**src/rtl/plb_single_master.sv**
```systemverilog
// plb_single_master
//   Single-beat PLB v4.6 master. A valid/ready command port is turned into
//   one PLB read or write transaction at a time. The read data and the error
//   status come back on a valid/ready response port. There is no burst
//   support and no more than one transaction is outstanding.
//
// Ports
//   MPLB_Clk, MPLB_Rst        clock; synchronous active-low reset
//   cmd_*                     command in (valid/ready, rnw, addr, wdata, be)
//   rsp_*                     response out (valid/ready, rdata, err)
//   M_*                       PLB master request/address/write-data outputs
//   PLB_M*                    PLB master-side replies from the arbiter/slave
//
// state   | meaning
// --------+----------------------------------------------------------------
// IDLE    | cmd_ready high; waiting for a command
// REQ     | M_request high; address phase in progress
// BACKOFF | one dead cycle after rearbitrate; M_request low
// WDATA   | address acked; waiting for the write data ack or the timer
// RDATA   | address acked; waiting for the read data ack or the timer
// RESP    | rsp_valid high; waiting for rsp_ready
module plb_single_master #(
    parameter int          C_MPLB_AWIDTH        = 32,
    parameter int          C_MPLB_DWIDTH        = 32,
    parameter int          C_MPLB_NATIVE_DWIDTH = 32,
    parameter logic [1:0]  C_PRIORITY           = 2'b00,
    parameter int          C_DPHASE_TIMEOUT     = 64,
    parameter string       C_FAMILY             = "spartan6"
) (
    input  logic                       MPLB_Clk,
    input  logic                       MPLB_Rst,

    input  logic                       cmd_valid,
    output logic                       cmd_ready,
    input  logic                       cmd_rnw,
    input  logic [0:C_MPLB_AWIDTH-1]   cmd_addr,
    input  logic [0:C_MPLB_DWIDTH-1]   cmd_wdata,
    input  logic [0:3]                 cmd_be,

    output logic                       rsp_valid,
    input  logic                       rsp_ready,
    output logic [0:C_MPLB_DWIDTH-1]   rsp_rdata,
    output logic                       rsp_err,

    output logic                       M_request,
    output logic                       M_busLock,
    output logic                       M_RNW,
    output logic                       M_abort,
    output logic                       M_lockErr,
    output logic                       M_wrBurst,
    output logic                       M_rdBurst,
    output logic [0:1]                 M_priority,
    output logic [0:1]                 M_MSize,
    output logic [0:3]                 M_size,
    output logic [0:2]                 M_type,
    output logic [0:3]                 M_BE,
    output logic [0:15]                M_TAttribute,
    output logic [0:C_MPLB_AWIDTH-1]   M_ABus,
    output logic [0:31]                M_UABus,
    output logic [0:C_MPLB_DWIDTH-1]   M_wrDBus,

    input  logic                       PLB_MAddrAck,
    input  logic                       PLB_MRearbitrate,
    input  logic                       PLB_MTimeout,
    input  logic                       PLB_MRdDAck,
    input  logic                       PLB_MWrDAck,
    input  logic                       PLB_MRdBTerm,
    input  logic                       PLB_MWrBTerm,
    input  logic                       PLB_MBusy,
    input  logic                       PLB_MRdErr,
    input  logic                       PLB_MWrErr,
    input  logic                       PLB_MIRQ,
    input  logic [0:1]                 PLB_MSSize,
    input  logic [0:3]                 PLB_MRdWdAddr,
    input  logic [0:C_MPLB_DWIDTH-1]   PLB_MRdDBus
);

    typedef enum logic [2:0] {
        IDLE    = 3'd0,
        REQ     = 3'd1,
        BACKOFF = 3'd2,
        WDATA   = 3'd3,
        RDATA   = 3'd4,
        RESP    = 3'd5
    } state_t;

    localparam logic [7:0] DTMO_LAST = 8'(C_DPHASE_TIMEOUT - 1);

    state_t     state;
    state_t     state_nxt;
    logic [7:0] dcnt;
    logic       err_nxt;
    logic       wr_acked;
    logic       dtmo;

    assign M_busLock    = 1'b0;
    assign M_abort      = 1'b0;
    assign M_lockErr    = 1'b0;
    assign M_wrBurst    = 1'b0;
    assign M_rdBurst    = 1'b0;
    assign M_priority   = C_PRIORITY;
    assign M_MSize      = 2'b00;
    assign M_size       = 4'b0000;
    assign M_type       = 3'b000;
    assign M_TAttribute = '0;
    assign M_UABus      = '0;

    assign cmd_ready = (state == IDLE);
    assign M_request = (state == REQ);

    // The timer counts data-phase cycles; the terminal count ends the phase
    // on the C_DPHASE_TIMEOUT-th cycle without a data ack.
    assign dtmo = (dcnt == DTMO_LAST);

    always_comb begin
        state_nxt = state;
        err_nxt   = 1'b0;
        wr_acked  = 1'b0;
        case (state)
            IDLE: begin
                if (cmd_valid) state_nxt = REQ;
            end
            REQ: begin
                // addrAck takes priority over a same-cycle bus timeout.
                if (PLB_MAddrAck) begin
                    if (M_RNW) begin
                        state_nxt = RDATA;
                    end else if (PLB_MWrDAck) begin
                        state_nxt = RESP;
                        err_nxt   = PLB_MWrErr;
                        wr_acked  = 1'b1;
                    end else begin
                        state_nxt = WDATA;
                    end
                end else if (PLB_MRearbitrate) begin
                    state_nxt = BACKOFF;
                end else if (PLB_MTimeout) begin
                    state_nxt = RESP;
                    err_nxt   = 1'b1;
                end
            end
            BACKOFF: begin
                state_nxt = REQ;
            end
            WDATA: begin
                if (PLB_MWrDAck) begin
                    state_nxt = RESP;
                    err_nxt   = PLB_MWrErr;
                    wr_acked  = 1'b1;
                end else if (dtmo) begin
                    state_nxt = RESP;
                    err_nxt   = 1'b1;
                end
            end
            RDATA: begin
                if (PLB_MRdDAck) begin
                    state_nxt = RESP;
                    err_nxt   = PLB_MRdErr;
                end else if (dtmo) begin
                    state_nxt = RESP;
                    err_nxt   = 1'b1;
                end
            end
            RESP: begin
                if (rsp_ready) state_nxt = IDLE;
            end
            default: begin
                state_nxt = IDLE;
            end
        endcase
    end

    always_ff @(posedge MPLB_Clk) begin
        if (!MPLB_Rst) begin
            state     <= IDLE;
            dcnt      <= '0;
            M_ABus    <= '0;
            M_BE      <= '0;
            M_RNW     <= 1'b0;
            M_wrDBus  <= '0;
            rsp_valid <= 1'b0;
            rsp_err   <= 1'b0;
            rsp_rdata <= '0;
        end else begin
            state <= state_nxt;

            // Both data phases are entered only from REQ, so clearing there
            // is the same as clearing on entry.
            if (state == REQ) begin
                dcnt <= '0;
            end else if (state == WDATA || state == RDATA) begin
                dcnt <= dcnt + 8'd1;
            end

            if (state == IDLE && cmd_valid) begin
                M_RNW     <= cmd_rnw;
                M_ABus    <= {cmd_addr[0:C_MPLB_AWIDTH-3], 2'b00};
                M_BE      <= cmd_be;
                M_wrDBus  <= cmd_rnw ? '0 : cmd_wdata;
                rsp_rdata <= '0;
                rsp_err   <= 1'b0;
            end

            if (wr_acked) M_wrDBus <= '0;

            if (state == RDATA && PLB_MRdDAck) rsp_rdata <= PLB_MRdDBus;

            if (state == RESP) begin
                if (rsp_ready) rsp_valid <= 1'b0;
            end else if (state_nxt == RESP) begin
                rsp_valid <= 1'b1;
                rsp_err   <= err_nxt;
            end
        end
    end

    logic unused_inputs;
    assign unused_inputs = ^{PLB_MSSize, PLB_MRdWdAddr, PLB_MRdBTerm, PLB_MWrBTerm,
                             PLB_MBusy, PLB_MIRQ,
                             cmd_addr[C_MPLB_AWIDTH-2:C_MPLB_AWIDTH-1],
                             (C_MPLB_NATIVE_DWIDTH != 32), (C_FAMILY != "")};

endmodule

```
**config.mk**
```make
export PLATFORM = sky130hd
export DESIGN_NAME = plb_single_master
export DESIGN_NICKNAME = d
export VERILOG_FILES = /design/src/rtl/plb_single_master.sv
export SDC_FILE = /design/constraint.sdc
export NUM_CORES = 1
export LEC_CHECK = 0
export ABC_AREA = 1
export CORE_UTILIZATION = 37
export CTS_BUF_LIST = sky130_fd_sc_hd__clkbuf_16
export CTS_CLUSTER_SIZE = 28
export DETAILED_ROUTE_END_ITERATION = 8
export PLACE_DENSITY = 0.8
export SLEW_MARGIN = 20
export SYNTH_ARGS = -nofsm -noshare
export SYNTH_HDL_FRONTEND = slang
export SYNTH_SLANG_ARGS = --single-unit
```
**constraint.sdc**
```tcl
create_clock -name MPLB_Clk -period 1.7 [get_ports MPLB_Clk]
set_input_delay 0.34 -clock MPLB_Clk [delete_from_list [all_inputs] [get_ports MPLB_Clk]]
set_output_delay 0.34 -clock MPLB_Clk [all_outputs]
set_load 0.02 [all_outputs]
```
==> out/metrics.cfg, run 1 <==
[clock_tree]
clkTransAtPathRegs_ps = 70
clockBufferDepth = 2
cts-root-buf = clkbuf_16
htreeDepth = 3
cts_resized = 4
cts_setup_buffers = 0
holdBufCountCts = 0
cts_tree = yes
clk_latency_ps = 340
cts-buffers-inserted = 9
cts.sink_count = 112

[critical_path]
max_stage_delay_ps = 640
crit_required_ps = 1360
timing.rr.end = dcnt[6]
path_max_fanout = 2
crit_chain = clkdlybuf4s50_1
critPathSlowestCell = clkdlybuf4s50_1
cp.arrival_ps = 1310
r2r_cells = 11
reg2reg_slack_ps = 140
endpoint_kind = output pin
critPathBufInv = 1
worst_setup_path_start_kind = flip-flop
crit_type = flip-flop to output pin
critPathTopFamily = buffers and inverters
r2r-start = state[1]

[min_path]
min_to = rsp_rdata[11]
min_delay_path_depth = 2
hold_path_startpoint = rsp_rdata[11]
min_path_type = flip-flop to flip-flop

[layout]
finish.net_count = 948
stdcell_count = 998
layout-drive-gt1-share_pct = 6.63
area_delta_synth_final_pct = 51.6
num_antenna_cells = 0

[yosys]
synthesis.area_um2 = 4710
syn_avg_cell_area_um2 = 7.69
ys_top_cells_by_area = dfxtp_1, nand2_1, buf_4
synth_cell_types = 29
syn_inst = 613
ys_warn_count = 0
synth_top_cell_by_area = dfxtp_1
ys_ff_latch = 112
netlist.area_leader.share_pct = 47.6
yosysSeqAreaShare_pct = 47.6

[route]
firstDrtPassIters = 4
wl_per_cell_um = 12.3
wirelength_mm = 12.2
vias = 4388
drt_iter0_markers = 286
viasPerCell = 4.40
drc_errors = 0
detail-route-antenna-nets = 0

[outcome]
status = completed

[sta]
fmax_ghz = 0.606
final.min_clock_period_ps = 1650
rsz0062_at_grt = false
tns_ps = 0
hold_viol_final = 0
finalMaxSlewViolations = 0
setup_viol = 0
fin_skew_ps = 7.02
finalCritPeriodShare_pct = 97.1

[flow_run]
cap_violations = 0

[global_routing]
grt_pass1_wl_mm = 18.6
antenna_found_initial = 0
grtUsageTotal_pct = 18.0
grt_pass1_vias = 3981
grt_overflow = 0
grt_max_degree = 72

[place]
dp_hpwl_mm = 8.91
dp_cells = 982
place_congestion = 0.810
io_buffers = 212

[die]
die_h_um = 115
core_region_area_um2 = 12200
pin_count = 291
die_area_um2 = 13200
start_util_pct = 38.6
chipWidth_um = 115
row_count = 40

[power]
ir_worst_vdd_mv = 0.871
pwr_density_cell_nw_per_um2 = 922
p_leak_nw = 2.88

[synth_stat cells (all sizes together)]
cell type  count
o21ai         10
clkinv         1
xor2           2
dfxtp        112
nand3          8
ha             1
a31oi          1
inv           24
nand4          1
a211oi         1
a22oi         13
nor2          35
buf           85
a21oi         96
conb           1
nand2        209
clkbuf        10
nor3           3
[worst max path at each step]
stage,start,end,cells past startpoint
after global routing,M_ABus[16],M_ABus[16],1
after CTS,state[0],M_request,3
after global placement,PLB_MWrDAck,M_wrDBus[19],7
after floorplan,state[1],M_RNW,5
final,rsp_valid,rsp_valid,1
after detailed placement,PLB_MWrDAck,M_wrDBus[21],7
[logic make-up (layout without fill, tap and decap cells)]
| kind of cell | count (synthesis) | in the layout | synth area share [%] |
|---|---|---|---|
| AO/OA/AOI/OAI | 121 | 121 | 13.6 |
| XOR/XNOR | 2 | 2 | 0.372 |
| adder cells (fa/ha/maj) | 1 | 1 | 0.265 |
| buffers and inverters | 120 | 272 | 15.8 |
| flip-flops | 112 | 112 | 47.6 |
| other | 1 | 66 | 0.0795 |
| AND/OR/NAND/NOR | 256 | 256 | 22.3 |
[routing by layer]
layer | track usage (%) | vias up | wire [µm]
met4 | 6.06 | 0 | 158
met2 | 30.4 | 181 | 5810
met3 | 8.22 | 11 | 1320
met1 | 19.9 | 1954 | 4950
met5 | 0 | - | 0
li1 | - | 2242 | -
[power breakdown]
part           internal, mW  total, mW  switching [mW]
combinational         0.788       1.78           0.990
sequential             2.80       2.89          0.0942
clock                 0.982       1.92           0.935
total                  4.57       6.59            2.02
[layout make-up]
cell class | instances | area, µm²
clock buffer | 9 | 225
clock inverter | 7 | 41.3
fill | 1127 | 5070
inverter | 25 | 96.3
multi-input combinational | 446 | 1980
sequential | 112 | 2240
tap | 168 | 210
timing repair buffer | 231 | 2350
[placed cells by master, fill, tap and decap left out, types with 3 or more instances in the layout]
master	n
nor2_1	30
nor2_4	3
dlymetal6s2s_1	8
inv_2	5
nand3_1	5
clkbuf_16	9
nand2_1	203
buf_4	13
buf_12	6
inv_1	20
clkdlybuf4s50_1	202
conb_1	66
nand2_2	4
a22oi_1	13
a21oi_1	96
dfxtp_1	111
nand3_2	3
o21ai_0	8
[flip-flops by register name (all words and copies together) (netlist names)]
| name | cells |
|---|---|
| rsp_valid | 1 |
| M_BE | 4 |
| rsp_err | 1 |
| dcnt | 8 |
| state | 3 |
| M_ABus | 30 |
| M_RNW | 1 |
| rsp_rdata | 32 |
| M_wrDBus | 32 |
[stage by stage]
stage	setup slack [ps]	hold WS [ps]	util, %	instance area (µm²)	total power, mW
after floorplan	273	449	-	4960	4.02
after global placement	-30.1	446	56.2	6860	4.74
after detailed placement	-58.9	451	56.2	6860	4.75
after CTS	17.4	461	58.4	7130	6.69
after global routing	1.37	470	58.5	7150	6.93
final	48.9	460	58.5	7150	6.59
No activity file was read; power rests on OpenSTA's default activity.
==> inputs of run 2 (changes only) <==
--- a/config.mk
+++ b/config.mk
@@ -15,3 +15,4 @@
 export SYNTH_ARGS = -nofsm -noshare
 export SYNTH_HDL_FRONTEND = slang
 export SYNTH_SLANG_ARGS = --single-unit
+export TNS_END_PERCENT = 100
==> results of run 2 <==
Same layout as run 1: the final DEF is identical, and so are final timing and power.
==> inputs of run 3 (changes only) <==
--- a/config.mk
+++ b/config.mk
@@ -8,9 +8,10 @@
 export ABC_AREA = 1
 export CORE_UTILIZATION = 37
 export CTS_BUF_LIST = sky130_fd_sc_hd__clkbuf_16
+export CTS_CLUSTER_DIAMETER = 100
 export CTS_CLUSTER_SIZE = 28
 export DETAILED_ROUTE_END_ITERATION = 8
-export PLACE_DENSITY = 0.8
+export PLACE_DENSITY = 0.87
 export SLEW_MARGIN = 20
 export SYNTH_ARGS = -nofsm -noshare
 export SYNTH_HDL_FRONTEND = slang
==> run 3 against run 2 <==
  * Utilization rose by 0.051 points
  * Clock skew decreased by 1.6 ps
  * Non-clock buffer count is 1 lower
  * Die area is the same
  * Final cell count decreased by 0.10%
  * First-iteration DRC count decreased by 9.8%
  * Total power is 0.29% higher
  * Clock power barely moved
  * Critical path type unchanged
  * Largest cell class unchanged
  * Largest power group unchanged
==> out/metrics.cfg, run 3 (synthesis results as in run 1) <==
[critical_path]
path_max_fanout = 2  ; unchanged
max_stage_delay_ps = 630  ; was 640 ps
critPathSlowestCell = clkdlybuf4s50_1  ; unchanged
cp.arrival_ps = 1320  ; was 1310 ps
startpoint = M_ABus[20]  ; was rsp_valid
r2r_cells = 11  ; unchanged
crit_chain = clkdlybuf4s50_1  ; unchanged
r2r-start = state[1]  ; unchanged
endpoint_kind = output pin  ; unchanged
cp.depth = 1  ; unchanged
crit_required_ps = 1360  ; about the same
crit_type = flip-flop to output pin  ; unchanged
worst_setup_path_start_kind = flip-flop  ; unchanged
critPathTopFamily = buffers and inverters  ; unchanged
critPathBufInv = 1  ; unchanged

[sta]
finalMaxSlewViolations = 0  ; unchanged
fin_skew_ps = 5.44  ; was 7.02 ps
setup_viol = 0  ; unchanged
fmax_ghz = 0.604  ; was 0.606 GHz
fin_ws_ps = 44.9  ; was 48.9 ps
finalCritPeriodShare_pct = 97.4  ; was 97.1%
holdWs_ps = 461  ; was 460 ps
hold_viol_final = 0  ; unchanged
rsz0062_at_grt = false  ; unchanged
final.min_clock_period_ps = 1660  ; was 1650 ps

[min_path]
min_delay_path_depth = 2  ; unchanged
min_path_type = flip-flop to flip-flop  ; unchanged
hold_path_startpoint = rsp_rdata[3]  ; was rsp_rdata[11]

[global_routing]
grt_overflow = 0  ; unchanged
grt_pass1_wl_mm = 19.5  ; was 18.6 mm
grt_util_met2_pct = 33.1  ; was 30.4%
antenna_found_initial = 0  ; unchanged
met1_usage_pct = 20.1  ; was 19.9%
grt_pass1_vias = 4129  ; was 3,981
top_usage_layer = met2  ; unchanged
grtUsageTotal_pct = 18.7  ; was 18.0%
grtUsageMet3_pct = 7.75  ; was 8.22%
grt_max_degree = 55  ; was 72

[route]
detail-route-antenna-nets = 0  ; unchanged
wirelength_mm = 12.4  ; was 12.2 mm
drc_errors = 0  ; unchanged
drt_iter0_markers = 258  ; was 286
vias = 4427  ; was 4,388
firstDrtPassIters = 4  ; unchanged
viasPerCell = 4.44  ; was 4.40
wl_per_cell_um = 12.5  ; was 12.3 µm

[layout]
reg_top3 = M_wrDBus x32, rsp_rdata x32, M_ABus x30  ; unchanged
stdcell_count = 997  ; was 998
num_antenna_cells = 0  ; unchanged
mostFrequentLayoutCells = clkdlybuf4s50_1, nand2_1, dfxtp_1, a21oi_1, conb_1  ; was nand2_1, clkdlybuf4s50_1, dfxtp_1, a21oi_1, conb_1
finish.net_count = 947  ; was 948
fill_cells = 1094  ; was 1,127
layout-drive-gt1-share_pct = 7.00  ; was 6.63%
final_common_cell = clkdlybuf4s50_1  ; was nand2_1
area_delta_synth_final_pct = 51.7  ; was 51.6%

[power]
p_leak_nw = 2.79  ; was 2.88 nW
swShare_pct = 30.7  ; was 30.6%
seqPwrFrac_pct = 43.9  ; about the same
pwr-share-clk_pct = 29.1  ; about the same
pwr_density_cell_nw_per_um2 = 924  ; was 922 nW/µm²
ir_worst_vdd_mv = 0.623  ; was 0.871 mV
intPower_mw = 4.58  ; was 4.57 mW
combPwrFrac_pct = 27.0  ; about the same
p_sw_mw = 2.03  ; was 2.02 mW
total_power_mw = 6.61  ; was 6.59 mW

[clock_tree]
cts_tree = yes  ; unchanged
clkTransAtPathRegs_ps = 70  ; about the same
clk_latency_ps = 340  ; about the same
cts.sink_count = 112  ; unchanged
cts_setup_buffers = 0  ; unchanged
htreeDepth = 3  ; unchanged
cts-buffers-inserted = 9  ; unchanged
clockBufferDepth = 2  ; unchanged
cts-root-buf = clkbuf_16  ; unchanged

[place]
place_ws_ps = -37.4  ; was -58.9 ps
dp_hpwl_mm = 9.29  ; was 8.91 mm
dp_cells = 981  ; was 982
io_buffers = 212  ; unchanged
place_congestion = 0.830  ; was 0.810

[die]
start_util_pct = 38.6  ; unchanged
pin_count = 291  ; unchanged
row_count = 40  ; unchanged
core_region_area_um2 = 12200  ; unchanged
chipWidth_um = 115  ; unchanged
die_h_um = 115  ; unchanged
die_area_um2 = 13200  ; unchanged

[flow_run]
cap_violations = 0  ; unchanged

[outcome]
status = completed  ; unchanged

[run 3: cell type report]
| cell class | count | area (µm²) | area share (%) |
|---|---|---|---|
| Timing Repair Buffer | 230 | 2360 | 32.9 |
| Sequential cell | 112 | 2240 | 31.4 |
| Multi-Input combinational cell | 446 | 1980 | 27.7 |
| Clock buffer | 9 | 225 | 3.15 |
| Tap cell | 168 | 210 | 2.94 |
| Inverter | 25 | 96.3 | 1.35 |
| Clock inverter | 7 | 38.8 | 0.542 |
[run 3: per-layer routing]
layer,vias up,share of wire (%)
li1,2237,-
met1,1997,39
met2,178,50
met3,15,9.9
met4,0,1.2
met5,-,0
[run 3: what timing repair did]
action	CTS	global route
hold buffers	0	0
endpoints found under the setup margin	3	5
gates resized for setup	7	7
gates cloned	0	0
pin swaps	0	0
[run 3: power by group through the flow]
stage | registers, mW | logic (mW) | clock network, mW
after global routing | 2.92 | 1.94 | 2.07
final | 2.90 | 1.79 | 1.92
after global placement | 2.95 | 1.79 | 0
after detailed placement | 2.96 | 1.80 | 0
after floorplan | 3.15 | 0.866 | 0
after CTS | 2.90 | 1.80 | 2.00
[run 3: metrics by stage]
stage / TNS (ps) / area, µm² / utilization, %
final: 0 / 7150 / 58.6
after global routing: 0 / 7150 / 58.6
after CTS: 0 / 7140 / 58.5
after detailed placement: -448 / 6880 / 56.3
after global placement: -208 / 6880 / 56.3
after floorplan: 0 / 4960 / -
[run 3: path summary, 6_finish.rpt]
kind | endpoint | slack, ps
hold reg to reg | rsp_rdata[3] | 460
hold / removal | rsp_rdata[3] | 460
setup / recovery | M_ABus[20] | 40
setup reg to reg | dcnt[6] | 150
